$ cat src/rtl/sum_accumulator_pkg.sv
// sum_accumulator_pkg: shared state encoding and default widths for the accumulator.
package sum_accumulator_pkg;
  localparam int ACC_W_DEF = 12;
  localparam int LEN_W_DEF = 4;
  typedef enum logic [1:0] {IDLE, ACCUM, DONE} state_t;
endpackage

$ cat src/rtl/sum_accumulator_beat_counter.sv
// beat_counter: loadable run length and accepted-beat counter with terminal-count flag.
module beat_counter #(
  parameter int LEN_W = 4
) (
  input  logic             clk,
  input  logic             rst_n,
  input  logic             load_i,
  input  logic [LEN_W-1:0] len_i,
  input  logic             inc_i,
  output logic             tc_o
);
  logic [LEN_W:0] len_q, len_d, cnt_q, cnt_d;
  // One extra bit so a zero length can stand for a full 2^LEN_W beats.
  always_comb begin
    len_d = load_i ? ((len_i == '0) ? {1'b1, {LEN_W{1'b0}}} : {1'b0, len_i}) : len_q;
    cnt_d = load_i ? '0 : inc_i ? cnt_q + (LEN_W+1)'(1) : cnt_q;
  end
  always_ff @(posedge clk or negedge rst_n)
    if (!rst_n) begin
      len_q <= '0;
      cnt_q <= '0;
    end else begin
      len_q <= len_d;
      cnt_q <= cnt_d;
    end
  assign tc_o = (cnt_q + (LEN_W+1)'(1)) == len_q;
endmodule

$ cat src/rtl/sum_accumulator.sv
// sum_accumulator: sums a fixed-length run of 9-bit adder results with sticky overflow.
module sum_accumulator
  import sum_accumulator_pkg::*;
#(
  parameter int ACC_W = ACC_W_DEF,
  parameter int LEN_W = LEN_W_DEF
) (
  input  logic             clk,
  input  logic             rst_n,
  input  logic             start,
  input  logic [LEN_W-1:0] len,
  input  logic             in_valid,
  output logic             in_ready,
  input  logic [7:0]       sum,
  input  logic             cout,
  output logic [ACC_W-1:0] acc,
  output logic             acc_valid,
  input  logic             out_ready,
  output logic             ovf,
  output logic             busy
);
  state_t           state_q, state_d;
  logic [ACC_W-1:0] acc_q, acc_d;
  logic             ovf_q, ovf_d;
  logic             load, accept, tc;
  logic [ACC_W:0]   add;
  assign load   = (state_q == IDLE) && start;
  assign accept = in_valid && in_ready;
  assign add    = {1'b0, acc_q} + {{(ACC_W-8){1'b0}}, cout, sum};
  beat_counter #(.LEN_W(LEN_W)) u_cnt (
    .clk    (clk),
    .rst_n  (rst_n),
    .load_i (load),
    .len_i  (len),
    .inc_i  (accept),
    .tc_o   (tc)
  );
  always_comb begin
    state_d = state_q;
    acc_d   = acc_q;
    ovf_d   = ovf_q;
    case (state_q)
      IDLE: if (start) begin
        acc_d   = '0;
        ovf_d   = 1'b0;
        state_d = ACCUM;
      end
      ACCUM: if (accept) begin
        acc_d   = add[ACC_W-1:0];
        ovf_d   = ovf_q | add[ACC_W];
        state_d = tc ? DONE : ACCUM;
      end
      DONE: state_d = out_ready ? IDLE : DONE;
      default: state_d = IDLE;
    endcase
  end
  always_ff @(posedge clk or negedge rst_n)
    if (!rst_n) begin
      state_q <= IDLE;
      acc_q   <= '0;
      ovf_q   <= 1'b0;
    end else begin
      state_q <= state_d;
      acc_q   <= acc_d;
      ovf_q   <= ovf_d;
    end
  assign in_ready  = state_q == ACCUM;
  assign acc_valid = state_q == DONE;
  assign busy      = state_q != IDLE;
  assign acc       = acc_q;
  assign ovf       = ovf_q;
endmodule

$ cat config.mk
export PLATFORM = sky130hd
export DESIGN_NAME = sum_accumulator
export DESIGN_NICKNAME = d
export VERILOG_FILES = /design/src/rtl/sum_accumulator_pkg.sv /design/src/rtl/sum_accumulator_beat_counter.sv /design/src/rtl/sum_accumulator.sv
export SDC_FILE = /design/constraint.sdc
export NUM_CORES = 1
export LEC_CHECK = 0
export ABC_AREA = 0
export CORE_ASPECT_RATIO = 1.25
export CORE_MARGIN = 3
export CORE_UTILIZATION = 43
export CTS_BUF_LIST = sky130_fd_sc_hd__clkbuf_4 sky130_fd_sc_hd__clkbuf_8
export CTS_CLUSTER_DIAMETER = 50
export CTS_CLUSTER_SIZE = 40
export DETAILED_ROUTE_END_ITERATION = 7
export GPL_ROUTABILITY_DRIVEN = 0
export PLACE_DENSITY_LB_ADDON = 0.12
export SLEW_MARGIN = 15
export SYNTH_ARGS = -nofsm -noshare
export SYNTH_HDL_FRONTEND = slang
export SYNTH_SLANG_ARGS = --single-unit
export TNS_END_PERCENT = 10
$ cat constraint.sdc
create_clock -name clk -period 1.85 [get_ports clk]
set_clock_uncertainty 0.1 [all_clocks]
set_input_delay 0.555 -clock clk [delete_from_list [all_inputs] [get_ports clk]]
set_output_delay 0.555 -clock clk [all_outputs]
set_load 0.02 [all_outputs]
==> metrics list <==
* Count of endpoints failing hold in the final timing report: 0
- IO Port Bufs: 33
- In this run the deepest clock path goes through 2 buffers.
- After clock tree synthesis, the flow added hold-fix buffers numbering 0.
- Clock tree synthesis inserted a total of 3 buffers.
- Hold Path Stages: 1
- Largest net degree at the start of global routing: 26
- Non-filler cells in the finished layout: 259
- Residual DRC count: 0
- The floorplan step set the die height to 71.0 µm.
* Most numerous cell types in the synthesized netlist: sky130_fd_sc_hd__nand2_1, sky130_fd_sc_hd__dfrtp_1, sky130_fd_sc_hd__a21oi_1, sky130_fd_sc_hd__o21ai_0, sky130_fd_sc_hd__ha_1
- Critical Path Start Type: primary input
* Clock Pin Slew Worst Setup and Hold Paths: 0.09 ns
- Post-synthesis cell count: 156
- After layout, the worst setup slack is -0.0222 ns.
- In the detailed route, the total length drawn on met3 is 149 µm.
* Final HPWL from detailed placement: 2720 µm
- The checks that failed: setup timing.
* Die extent in x: 58.0 µm
- Largest vdd supply drop: 0.886 mV
- Summing over every cut layer, the via total after detailed routing is 1369.
- The clock net in this run drives a total of 25 sinks.
* Effective utilization at floorplan: 45.1%
- Of all nets on the critical path, the largest fanout is 5.
- In the final routed layout, each cell accounts on average for 14.3 µm.
* RSZ-0062 raised after global routing: true
- Top Metal Used: met4
- Data on the critical path arrives at its endpoint at 1.93 ns.
* Max-cap violation count: 0
* Final worst-path cycle share: 101%
- 34 I/O pins were placed.
* Distinct cell type count of the synthesized netlist: 34
- Clock Latency Late Sink: 0.27 ns
- TritonCTS built the clock tree.
- Of the cells placed in the final design, the portion with a size suffix greater than 1 is 33.3%.
- Number of DRC markers in iteration 0: 37
- The setup path with the least slack is of type in2reg.
* Post-Synthesis Net Count: 185
- Placed Cells: 250
- Library cell with the highest instance count after synthesis: sky130_fd_sc_hd__nand2_1
- Via density per instance: 5.29
- Timing would allow up to 0.534 GHz.
- In the detailed route, the total length drawn on met2 is 2010 µm.
- Once detail routing completed, the nets flagged for antenna violations numbered 0.
- Number of warnings printed during yosys synthesis: 0
* Number of fillers in the final layout: 262
- Total congestion overflow: 0
* R2R depth: 6
* Top cells by area, synth: sky130_fd_sc_hd__dfrtp_1, sky130_fd_sc_hd__ha_1, sky130_fd_sc_hd__nand2_1, sky130_fd_sc_hd__xnor2_1, sky130_fd_sc_hd__xor2_1
* Power density over cell area: 1650 nW/µm²
- Net count reported at finish: 252
- The most used flip-flop cell after synthesis is sky130_fd_sc_hd__dfrtp_1.
- In this run the cell area of the synthesized design comes to 1450 µm².
- For the worst setup path, the data required time is 1.90 ns.
- Run status: finished with violations
- Proportion of synthesized flip-flops having asynchronous set or reset: 100%
- The worst setup path is captured at a flop.
- The initial antenna violation count came to 0.
* Fin crit period: 1.87 ns
* Cell chosen for the clock root: sky130_fd_sc_hd__clkbuf_8
- Wirelength, routed: 3710 µm
- The via count of the first global-routing pass came to 1358.
- TritonRoute pass-1 iters: 4
* Post-synthesis sequential area ratio: 43.0%
* Mean instance size in the synthesized netlist: 9.32 µm²
* Depth of the CTS H-tree: 1
- Global-route usage over all layers: 18.2%
- Area used by sequential logic in the layout: 626 µm²
- The repair_antennas step left the layout with diodes totalling 0.
- Class of the worst hold path: reg2reg
- Setup Slack @ Placement: -0.658 ns
- The analysis attributes to cell leakage a power of 1.05 nW.
- In this run the tightest slew margin relative to its limit is 68.8%.
* Slew Viols, Final: 0
* Std-Cell Core Area: 3220 µm²
- The synthesized design devotes to its leading area cell type 43.0% of total area.
* First-pass GRT wire length: 5950 µm
* Met1 routed wirelength after detailed routing: 1490 µm
- Final core utilization: 71.0%
- Slew at the pin with the worst max-slew slack: 0.468 ns
- Setup violations remaining at the end of the flow were counted as 3.
- Yosys mapped a number of flops with a built-in enable equal to 0.
* Largest area contributor in the synthesized netlist: sky130_fd_sc_hd__dfrtp_1
- Die Outline Area: 4120 µm²
- Compared with the post-synthesis result, the final layout area differs by 57.4%.
* Cell Rows: 23
- Seq cells post-synth: 25
* Multi-input logic area: 990 µm²
## stage by stage
| step | hold WS, ns | setup TNS (ns) | total power (W) | instance area (µm²) |
|---|---|---|---|---|
| after CTS | 0.405 | -0.239 | 0.00358 | 2190 |
| after detailed placement | 0.383 | -7.04 | 0.00318 | 2060 |
| after global placement | 0.375 | -6.34 | 0.00311 | 2060 |
| final | 0.404 | -0.0258 | 0.00378 | 2290 |
| after global routing | 0.435 | -0.577 | 0.00407 | 2290 |
| after floorplan | 0.159 | -0.327 | 0.00220 | 1480 |
## per-layer routing
layer	vias up	global-route usage, %
met5	-	0
met4	0	6.44
met3	7	2.55
met2	31	34.3
met1	649	20.2
li1	682	-
## sequential cells by signal (all words and copies together) (netlist names)
name         cells
u_cnt.cnt_q      5
state_q          2
acc             12
ovf              1
u_cnt.len_q      5
## final timing paths
check	start	slack, ns	to
min in group asynchronous	rst_n	0.53	acc[2]$_DFFE_PN0P_
max reg2reg	acc[4]$_DFFE_PN0P_	0	acc[7]$_DFFE_PN0P_
max	sum[6]	-0.02	acc[10]$_DFFE_PN0P_
min reg2reg	ovf$_DFFE_PN0P_	0.40	ovf$_DFFE_PN0P_
max in group asynchronous	rst_n	0.87	acc[11]$_DFFE_PN0P_
min	ovf$_DFFE_PN0P_	0.40	ovf$_DFFE_PN0P_
## what timing repair did
item | 4_1_cts | 5_1_grt
resized for setup | 51 | 18
pin swaps | 17 | 13
setup endpoints to repair | 31 | 12
buffers inserted | 2 | 3
## critical path: stages
cell and delay, ns:
sky130_fd_sc_hd__dlygate4sd2_1 0.26, sky130_fd_sc_hd__ha_4 0.28, sky130_fd_sc_hd__buf_6 0.11, sky130_fd_sc_hd__nand4_1 0.16, sky130_fd_sc_hd__nor2_2 0.17, sky130_fd_sc_hd__a21oi_2 0.08, sky130_fd_sc_hd__o211ai_1 0.21, sky130_fd_sc_hd__o31ai_2 0.10
## logic make-up after synthesis
logic type / share of synthesized area (%)
AND/OR/NAND/NOR: 16.3
AO/OA/AOI/OAI: 18.0
flip-flops: 43.0
XOR/XNOR: 9.04
adder cells (fa/ha/maj): 9.98
buffers and inverters: 2.32
multiplexers: 1.38
## cell type report
class / count / share of cell area (%)
Clock buffer: 3 / 1.80
Clock inverter: 1 / 0.328
Inverter: 4 / 0.656
Sequential cell: 25 / 27.3
Multi-Input combinational cell: 123 / 43.2
Timing Repair Buffer: 66 / 24.6
Tap cell: 37 / 2.02
## power breakdown
part           leakage [nW]  switching (W)  total, W  internal [W]
sequential            0.315       0.000261   0.00105      0.000786
combinational         0.716        0.00113   0.00239       0.00125
clock                0.0217       0.000190  0.000343      0.000153
## layout by cell type (no fill, tap or decap), types with 2 or more instances in the layout
master and n:
sky130_fd_sc_hd__a32o_1 2, sky130_fd_sc_hd__a21o_1 2, sky130_fd_sc_hd__nand4_1 3, sky130_fd_sc_hd__inv_1 4, sky130_fd_sc_hd__buf_2 2, sky130_fd_sc_hd__a22o_1 2
sky130_fd_sc_hd__a21oi_2 6, sky130_fd_sc_hd__o21ai_0 9, sky130_fd_sc_hd__xor2_1 6, sky130_fd_sc_hd__o211ai_1 2, sky130_fd_sc_hd__buf_4 31, sky130_fd_sc_hd__dfrtp_1 25
sky130_fd_sc_hd__a21oi_1 5, sky130_fd_sc_hd__clkdlybuf4s50_1 8, sky130_fd_sc_hd__xnor2_1 8, sky130_fd_sc_hd__clkbuf_8 3, sky130_fd_sc_hd__and2_1 2, sky130_fd_sc_hd__ha_4 8
sky130_fd_sc_hd__nand3_1 2, sky130_fd_sc_hd__dlygate4sd2_1 18, sky130_fd_sc_hd__mux2i_1 2, sky130_fd_sc_hd__nand2_1 31, sky130_fd_sc_hd__nor2_1 4, sky130_fd_sc_hd__o21ai_1 2
sky130_fd_sc_hd__nor2_2 3, sky130_fd_sc_hd__clkdlybuf4s15_2 3, sky130_fd_sc_hd__nor2b_2 2
Power figures use the tool's default switching activity.
